===== config.mk =====
export PLATFORM = sky130hd
export DESIGN_NAME = instr_fetch_unit
export DESIGN_NICKNAME = d
export VERILOG_FILES = /design/src/rtl/proc_pkg.sv /design/src/rtl/fetch_fifo2.sv /design/src/rtl/instr_fetch_unit.sv
export SDC_FILE = /design/constraint.sdc
export NUM_CORES = 1
export LEC_CHECK = 0
export ABC_CLOCK_PERIOD_IN_PS = 3000
export CAP_MARGIN = 20
export CELL_PAD_IN_SITES_DETAIL_PLACEMENT = 1
export CELL_PAD_IN_SITES_GLOBAL_PLACEMENT = 1
export CORE_MARGIN = 1
export CORE_UTILIZATION = 40
export CTS_CLUSTER_SIZE = 10
export DETAILED_ROUTE_END_ITERATION = 10
export PLACE_DENSITY_LB_ADDON = 0.1
export SETUP_SLACK_MARGIN = 0.15
export SYNTH_ARGS = -nofsm -noshare
export SYNTH_HDL_FRONTEND = slang
export SYNTH_HIERARCHICAL = 1
export SYNTH_SLANG_ARGS = --single-unit

===== constraint.sdc =====
create_clock -name clk -period 3 [get_ports clk]
set_clock_uncertainty 0.2 [all_clocks]
set_input_delay 0.3 -clock clk [delete_from_list [all_inputs] [get_ports clk]]
set_output_delay 0.3 -clock clk [all_outputs]
set_load 0.01 [all_outputs]

===== src/rtl/proc_pkg.sv =====
// Shared definitions for the fetch front end and Control_Unit: default
// widths, the HALT opcode and the fetch FSM state encoding.
package proc_pkg;

  localparam int ADDR_W_DEF  = 4;
  localparam int INSTR_W_DEF = 8;

  localparam logic [7:0] OPC_HALT = 8'hFF;

  typedef enum logic [1:0] {
    ST_IDLE   = 2'd0,
    ST_FETCH  = 2'd1,
    ST_HALTED = 2'd2
  } fetch_state_e;

endpackage


===== src/rtl/fetch_fifo2.sv =====
// Two-entry FIFO holding {pc, instr} pairs. Entry 0 is always the head so
// the consumer sees a registered output. Popping the last entry leaves the
// head register untouched, so the presented word holds its last value.
module fetch_fifo2
  import proc_pkg::*;
#(
  parameter int W = ADDR_W_DEF + INSTR_W_DEF
) (
  input  logic         clk,
  input  logic         rst_n,
  input  logic         flush_i,
  input  logic         push_i,
  input  logic [W-1:0] push_data_i,
  input  logic         pop_i,
  output logic [W-1:0] head_o,
  output logic [1:0]   count_o
);

  logic [W-1:0] e0_q, e0_d;
  logic [W-1:0] e1_q, e1_d;
  logic [1:0]   count_q, count_d;

  // Entry and occupancy registers; reset clears the head so outputs start at 0.
  always_ff @(posedge clk or negedge rst_n) begin
    if (!rst_n) begin
      e0_q    <= '0;
      e1_q    <= '0;
      count_q <= 2'd0;
    end else begin
      e0_q    <= e0_d;
      e1_q    <= e1_d;
      count_q <= count_d;
    end
  end

  // Next-state: flush empties, otherwise shift/append depending on push/pop.
  always_comb begin
    e0_d    = e0_q;
    e1_d    = e1_q;
    count_d = count_q;
    if (flush_i) begin
      count_d = 2'd0;
    end else begin
      unique case ({push_i, pop_i})
        2'b11: begin
          if (count_q == 2'd2) begin
            e0_d = e1_q;
            e1_d = push_data_i;
          end else begin
            e0_d = push_data_i;
          end
        end
        2'b01: begin
          if (count_q == 2'd2) e0_d = e1_q;
          count_d = count_q - 2'd1;
        end
        2'b10: begin
          if (count_q == 2'd0) e0_d = push_data_i;
          else                 e1_d = push_data_i;
          count_d = count_q + 2'd1;
        end
        default: ;
      endcase
    end
  end

  assign head_o  = e0_q;
  assign count_o = count_q;

endmodule


===== src/rtl/instr_fetch_unit.sv =====
// Streamed instruction fetch: PC, 16-word ROM with registered read, and a
// 2-entry prefetch buffer feeding Control_Unit over valid/ready. Reads are
// issued only while the buffer plus the in-flight read leave room, so the
// buffer can never overflow. start/branch/HALT flush the buffer and squash
// the in-flight read.
module instr_fetch_unit
  import proc_pkg::*;
#(
  parameter int    ADDR_W   = ADDR_W_DEF,
  parameter int    INSTR_W  = INSTR_W_DEF,
  parameter string ROM_FILE = "program.mem"
) (
  input  logic               clk,
  input  logic               rst_n,
  input  logic               start,
  input  logic [ADDR_W-1:0]  start_idx,
  input  logic               branch_en,
  input  logic [ADDR_W-1:0]  branch_addr,
  output logic [INSTR_W-1:0] instr,
  output logic               instr_valid,
  input  logic               instr_ready,
  output logic [ADDR_W-1:0]  instr_pc,
  output logic               busy,
  output logic               halted
);

  localparam int DEPTH = 2 ** ADDR_W;

  // Built-in program image: word k = 0x10+k, with HALT at address 6.
  function automatic logic [INSTR_W-1:0] rom_word(input logic [ADDR_W-1:0] a);
    logic [INSTR_W-1:0] w;
    if (a == ADDR_W'(6)) w = INSTR_W'(OPC_HALT);
    else                 w = INSTR_W'(8'h10) + INSTR_W'(a);
    return w;
  endfunction

  logic [INSTR_W-1:0] rom [DEPTH];
  for (genvar g = 0; g < DEPTH; g++) begin : g_rom
    assign rom[g] = rom_word(ADDR_W'(g));
  end

  fetch_state_e        state_q, state_d;
  logic [ADDR_W-1:0]   pc_q, pc_d;
  logic                inflight_q;
  logic [INSTR_W-1:0]  rom_data_q;
  logic [ADDR_W-1:0]   rd_pc_q;

  logic                flush, issue, push, pop, halt_pop;
  logic [1:0]          count;
  logic [2:0]          occ;
  logic [ADDR_W+INSTR_W-1:0] head;

  assign instr_valid = (count != 2'd0);
  assign pop         = instr_valid & instr_ready;
  assign halt_pop    = pop & (instr == {INSTR_W{1'b1}});
  assign occ         = {1'b0, count} + {2'b00, inflight_q} - {2'b00, pop};
  // Data returning this cycle is dropped when a flush happens now.
  assign push        = inflight_q & ~flush;

  // FSM, PC and in-flight flag registers.
  always_ff @(posedge clk or negedge rst_n) begin
    if (!rst_n) begin
      state_q    <= ST_IDLE;
      pc_q       <= '0;
      inflight_q <= 1'b0;
    end else begin
      state_q    <= state_d;
      pc_q       <= pc_d;
      inflight_q <= issue;
    end
  end

  // Registered ROM read; qualified by the in-flight flag so no reset needed.
  always_ff @(posedge clk) begin
    if (issue) begin
      rom_data_q <= rom[pc_q];
      rd_pc_q    <= pc_q;
    end
  end

  // Next-state and issue decision; start beats branch beats HALT.
  always_comb begin
    state_d = state_q;
    pc_d    = pc_q;
    flush   = 1'b0;
    issue   = 1'b0;
    unique case (state_q)
      ST_IDLE: begin
        if (start) begin
          state_d = ST_FETCH;
          pc_d    = start_idx;
          flush   = 1'b1;
        end
      end
      ST_FETCH: begin
        if (start) begin
          pc_d  = start_idx;
          flush = 1'b1;
        end else if (branch_en) begin
          pc_d  = branch_addr;
          flush = 1'b1;
        end else if (halt_pop) begin
          state_d = ST_HALTED;
          flush   = 1'b1;
        end else if (occ < 3'd2) begin
          issue = 1'b1;
          pc_d  = pc_q + ADDR_W'(1);
        end
      end
      ST_HALTED: begin
        if (start) begin
          state_d = ST_FETCH;
          pc_d    = start_idx;
          flush   = 1'b1;
        end
      end
      default: state_d = ST_IDLE;
    endcase
  end

  fetch_fifo2 #(.W(ADDR_W + INSTR_W)) u_fifo (
    .clk         (clk),
    .rst_n       (rst_n),
    .flush_i     (flush),
    .push_i      (push),
    .push_data_i ({rd_pc_q, rom_data_q}),
    .pop_i       (pop),
    .head_o      (head),
    .count_o     (count)
  );

  assign instr_pc = head[ADDR_W+INSTR_W-1:INSTR_W];
  assign instr    = head[INSTR_W-1:0];
  assign busy     = (state_q == ST_FETCH);
  assign halted   = (state_q == ST_HALTED);

endmodule

# Yosys cells after proc, flatten, opt, wreduce, memory -nomap -nowiden
# Memory sizes are Yosys's and may differ from the RTL's. A register that Yosys moved wholly into a read port is not among the register bits.
# Cells that the tools add are included.
# word_totals
romBits	128
n_memories	1
register_bits	37
# classes
n_reduce_logical	12
eq_ne	17
order_cmp	1
bitwise_logic	5
add_sub_neg	5
muxes	30
# memory_table
name	depth	width	read_ports	rd_clocked_by_memory_dff	wr	line_no	source
(name not given)	16	8	1	1	0	instr_fetch_unit.sv:76	rom_data_q <= rom[pc_q];
# ops
op	n
two-way mux 12 bit	5
case mux 12 bit (3 select lines)	1
case mux 12 bit (2 select lines)	1
two-way mux 4 bit	5
AND reduction 4 bit	4
two-way mux 2 bit	5
inequality test 2 x 1 -> 1 bit (second input constant)	5
two-way mux 1 bit	9
equality test 2 bit (second input constant)	4
equality test 8 bit (second input constant)	1
case mux 2 bit (2 select lines)	2
case mux 4 bit (2 select lines)	1
inequality test 2 bit (second input constant)	3
nonzero test 2 bit	3
nonzero test 3 bit	2
inverter 4 -> 5 bit	1
adder 4 x 1 -> 4 bit (second input constant)	1
equality test 2 x 1 -> 1 bit (second input constant)	2
zero test 2 bit	2
inequality test 4 x 3 -> 1 bit (second input constant)	1
inequality test 4 bit (second input constant)	1
adder 2 x 1 -> 3 bit	1
bitwise AND 1 bit	3
< comparator 3 x 2 -> 1 bit (second input constant)	1
6 further kinds	6

# Longest topological paths before layout
# logic_depth
word_depth	12
depth_mapped	11

# Cells and area by module
# The synthesis kept the hierarchy.
# modules_own_cells
mod	n_inst	area_each_um2	cells_each
fetch_fifo2	1	1458.9	131
instr_fetch_unit	1	808.3	76

# Worst setup path after synthesis
# OpenSTA, ideal clock, no wires.
# synth_timing
path_type	reg2reg
start	register u_fifo.count_q[1], in the netlist u_fifo/count_o[1]
end	register pc_q[0]
required_ns	2.672
setup_time_ns	0.128
arrival_time_ns	2.469
path_buffers	0
slack_ns	0.204
path_stages_with_launch	10
path_cell_list	dfrtp_1 -> o21ai_2 -> inv_1 -> ha_1 -> nand2b_1 -> fa_1 -> xnor2_1 -> o311ai_2 -> a21oi_2 -> mux2_1
# synth_via
elab_chain_len	6
# synth_lines
item	line_no	source
start, declared	fetch_fifo2.sv:21	logic [1:0] count_q, count_d;
start signal, assigned	fetch_fifo2.sv:32	count_q <= count_d;
nonzero test 2 bit *	instr_fetch_unit.sv:53	assign instr_valid = (count != 2'd0);
bitwise AND 1 bit *	instr_fetch_unit.sv:54	assign pop = instr_valid & instr_ready;
via pop	instr_fetch_unit.sv:48	logic flush, issue, push, pop, halt_pop;
subtractor 3 x 1 -> 3 bit	instr_fetch_unit.sv:56	assign occ = {1'b0, count} + {2'b00, inflight_q} - {2'b00, pop};
< comparator 3 x 2 -> 1 bit	instr_fetch_unit.sv:105	end else if (occ < 3'd2) begin
inequality test 4 x 3 -> 1 bit (no source line)	-	
AND reduction 4 bit (no source line) *	-	
end signal, assigned	instr_fetch_unit.sv:68	pc_q <= pc_d;
end, declared	instr_fetch_unit.sv:43	logic [ADDR_W-1:0] pc_q, pc_d;
# Mark *: on every way through the listed nets, which the timed path passes. The rest lies on a longest branch.
# A chain may end at the register's enable or synchronous reset.

# Worst setup path in the final report
# layout_timing
start	register u_fifo.count_q[1], in the netlist u_fifo/count_o[1]
end	register pc_q[2]
# Same word-level chain as after synthesis.

==> results_dict.tcl <==
set metrics [dict create \
    num_vias 1728 \
    fp.dieH_um 77.3 \
    drtPass1Iterations 4 \
    std_cell_rows 27 \
    layout.nets 275 \
    htreeDepth 2 \
    dpl.cell_count 311 \
    finalPower_mw 1.90 \
    synth_ff_type "dfrtp_1" \
    synth.avg_cell_area_um2 11.0 \
    start_kind "flip-flop" \
    drc 0 \
    final_antenna_net_count 0 \
    wirelength_mm 5.61 \
    clkTransAtPathRegs_ns 0.08 \
    grt_pass1_wl_mm 9.04 \
    syn_area_um2 2270 \
    clock_sinks 40 \
    timing.hold.ws_ns 0.213 \
    p_per_area_nw_per_um2 650 \
    clock_path_buffers 2 \
    drive_gt1_frac 0.285 \
    met1_usage 0.246 \
    diodes 0 \
    instances_no_fill 325 \
    grt.total_usage 0.197 \
    p_leak_nw 1.31 \
    gp_congestion 0.756 \
    slew_headroom 0.647 \
    die_x_um 77.3 \
    critPathMaxStageDelay_ns 0.41 \
    ys_seq_elements 40 \
    netlist_instances 207 \
    finalHoldViolCount 0 \
    crit_path_end_kind "flip-flop" \
    grt_pass1_vias 1771 \
    tritoncts "built" \
    vdd.ir_drop.worst_v 0.000345 \
    ioPinCount 28 \
    path_cells "o21ai_2, inv_1, ha_1, nand2b_4, fa_2, xnor2_2, o311ai_2, a21oi_2, mux2_1" \
    hold_buffers 0 \
    ctsRootBufferMaster "clkbuf_8" \
    worst_pin_slew_ns 0.529 \
    synth_edf_count 7 \
    use_met3 0.0321 \
    area_growth_syn_to_layout_pct 28.9 \
    io_buffer_count 27 \
    antenna_found_initial 0 \
    yosys_warnings 6 \
    route.detailed.wl_per_inst_um 17.3 \
    drt_iter0_drc 101 \
    grt-busiest-layer "met2" \
    grt_max_degree 34 \
    final_max_slew_viol_count 0 \
    ys_types 42 \
    clk_latency_ns 0.29 \
    crit_arrival_ns 2.76 \
    dp_hpwl_mm 4.04 \
    timing.final.crit_share 0.927 \
    grt_util_met2 0.343 \
    fillerInstances 602 \
    die-area_um2 5970 \
    crit_required_ns 2.98 \
    cpMaxStageDelayCell "dfrtp_1" \
    worstSetupPathType "reg2reg" \
    ys_seq_area_frac 0.457 \
    cap_violations 0 \
    vias_per_cell 5.32 \
    hp-class "in2async" \
    setup_viol 0 \
    crit_fanout 4 \
    grt_overflow 0 \
    cts_inserted_buffers 5 \
    fin_tns_setup_ns 0 \
    coreArea_um2 5470 \
    synthArstFlopShare 0.825 \
    status "completed" \
    rsz0062_at_grt "yes" \
    fmax_ghz 0.359 \
    start_util 0.414 \
    period_needed_ns 2.78 \
]
-- worst paths after layout --
| kind | end | from | cells past startpoint | slack (ns) |
|---|---|---|---|---|
| setup / recovery | pc_q[2] | u_fifo/count_o[1] | 9 | 0.22 |
| hold / removal | u_fifo/count_o[1] | rst_n | 2 | 0.21 |
| setup reg to reg | pc_q[2] | u_fifo/count_o[1] | 9 | 0.22 |
| hold reg to reg | u_fifo/head_o[10] | u_fifo/head_o[10] | 1 | 0.32 |
| max in group asynchronous | u_fifo/e1_q[1] | rst_n | 2 | 2.07 |
| min in group clk | u_fifo/head_o[10] | u_fifo/head_o[10] | 1 | 0.32 |
-- cell type report --
class                      count  area [µm²]  area share
sequential                    40        1040       0.354
inverter                      10        37.5      0.0128
timing repair buffer          47         445       0.152
clock buffer                   7        96.3      0.0330
clock inverter                 1        30.0      0.0103
tap                           72        90.1      0.0308
multi-input combinational    148        1190       0.406
-- cell families (layout without fill, tap and decap cells) --
logic type      after synthesis  in the layout  synth area share
buf+inv                      21             65            0.0425
xor+xnor                      4              4            0.0155
flops                        40             40             0.457
mux                          30             30             0.164
simple gates                 59             59             0.125
fa+ha+maj                    10             10            0.0585
other cells                   1              3           0.00165
compound gates               42             42             0.136
-- per-stage QoR --
step / setup WS, ns / utilization / area [µm²]
2_1_floorplan: 0.204 / - / 2270
3_3_place_gp: 0.00377 / 0.495 / 2710
3_5_place_dp: -0.100 / 0.495 / 2710
4_1_cts: 0.151 / 0.519 / 2840
5_1_grt: 0.0731 / 0.534 / 2920
6_report: 0.218 / 0.534 / 2920
-- power by group --
| group | internal (mW) | leakage [nW] | switching (mW) |
|---|---|---|---|
| Combinational | 0.373 | 0.753 | 0.249 |
| Sequential | 0.683 | 0.495 | 0.115 |
| Clock | 0.293 | 0.0645 | 0.187 |
-- worst max-delay path: cells and delay by family (launching register included) --
kind	cells	cell delay (ns)
mux	1	0.36
fa+ha+maj	2	0.64
flops	1	0.41
xor+xnor	1	0.20
simple gates	1	0.14
buf+inv	1	0.10
compound gates	3	0.62
-- Yosys cell counts, types with 2 or more instances --
master	number	area, µm²
nor3_1	2	10.0
clkbuf_1	5	18.8
dfrtp_1	33	826
a31oi_1	14	87.6
a21oi_2	2	17.5
nand2_1	29	109
or2_2	2	12.5
inv_1	10	37.5
buf_4	2	15.0
mux2_4	10	150
nand2b_1	4	25.0
buf_2	2	10.0
nor3b_1	3	22.5
mux2_1	3	33.8
nand4_1	2	12.5
mux2i_1	3	30.0
nor2_1	11	41.3
a221oi_1	12	105
a21oi_1	4	20.0
mux2_2	14	158
xor2_1	3	26.3
o21ai_0	3	15.0
ha_1	9	113
edfxtp_1	7	210
-- flip-flops by register name, summed over array words and instances (netlist names) --
register / cells
inflight_q: 1
state_q: 2
u_fifo/count_o: 2
pc_q: 4
rd_pc_q: 4
u_fifo/e1_q: 12
u_fifo/head_o: 12
rom_data_q: 3
-- placed cells by master, fill, tap and decap left out, drive strengths merged, types with 3 or more instances in the layout --
cell type,n
dfrtp,33
nand2,29
clkdlybuf4s50,27
mux2,27
buf,20
a31oi,14
a221oi,12
nor2,11
inv,10
ha,9
clkbuf,7
edfxtp,7
a21oi,6
nand2b,4
o21ai,4
nor3b,3
xor2,3
conb,3
mux2i,3
-- repair_timing --
item | in CTS | in global routing
pin swaps | 0 | 10
setup buffers | 0 | 6
setup endpoints to repair | 12 | 23
resized for setup | 2 | 10
-- metal layers --
layer  share of wire  up-vias
li1                -      828
met1            0.43      864
met2            0.53       29
met3           0.025        7
met4           0.012        0
met5               0        -
Power figures use the tool's default switching activity.
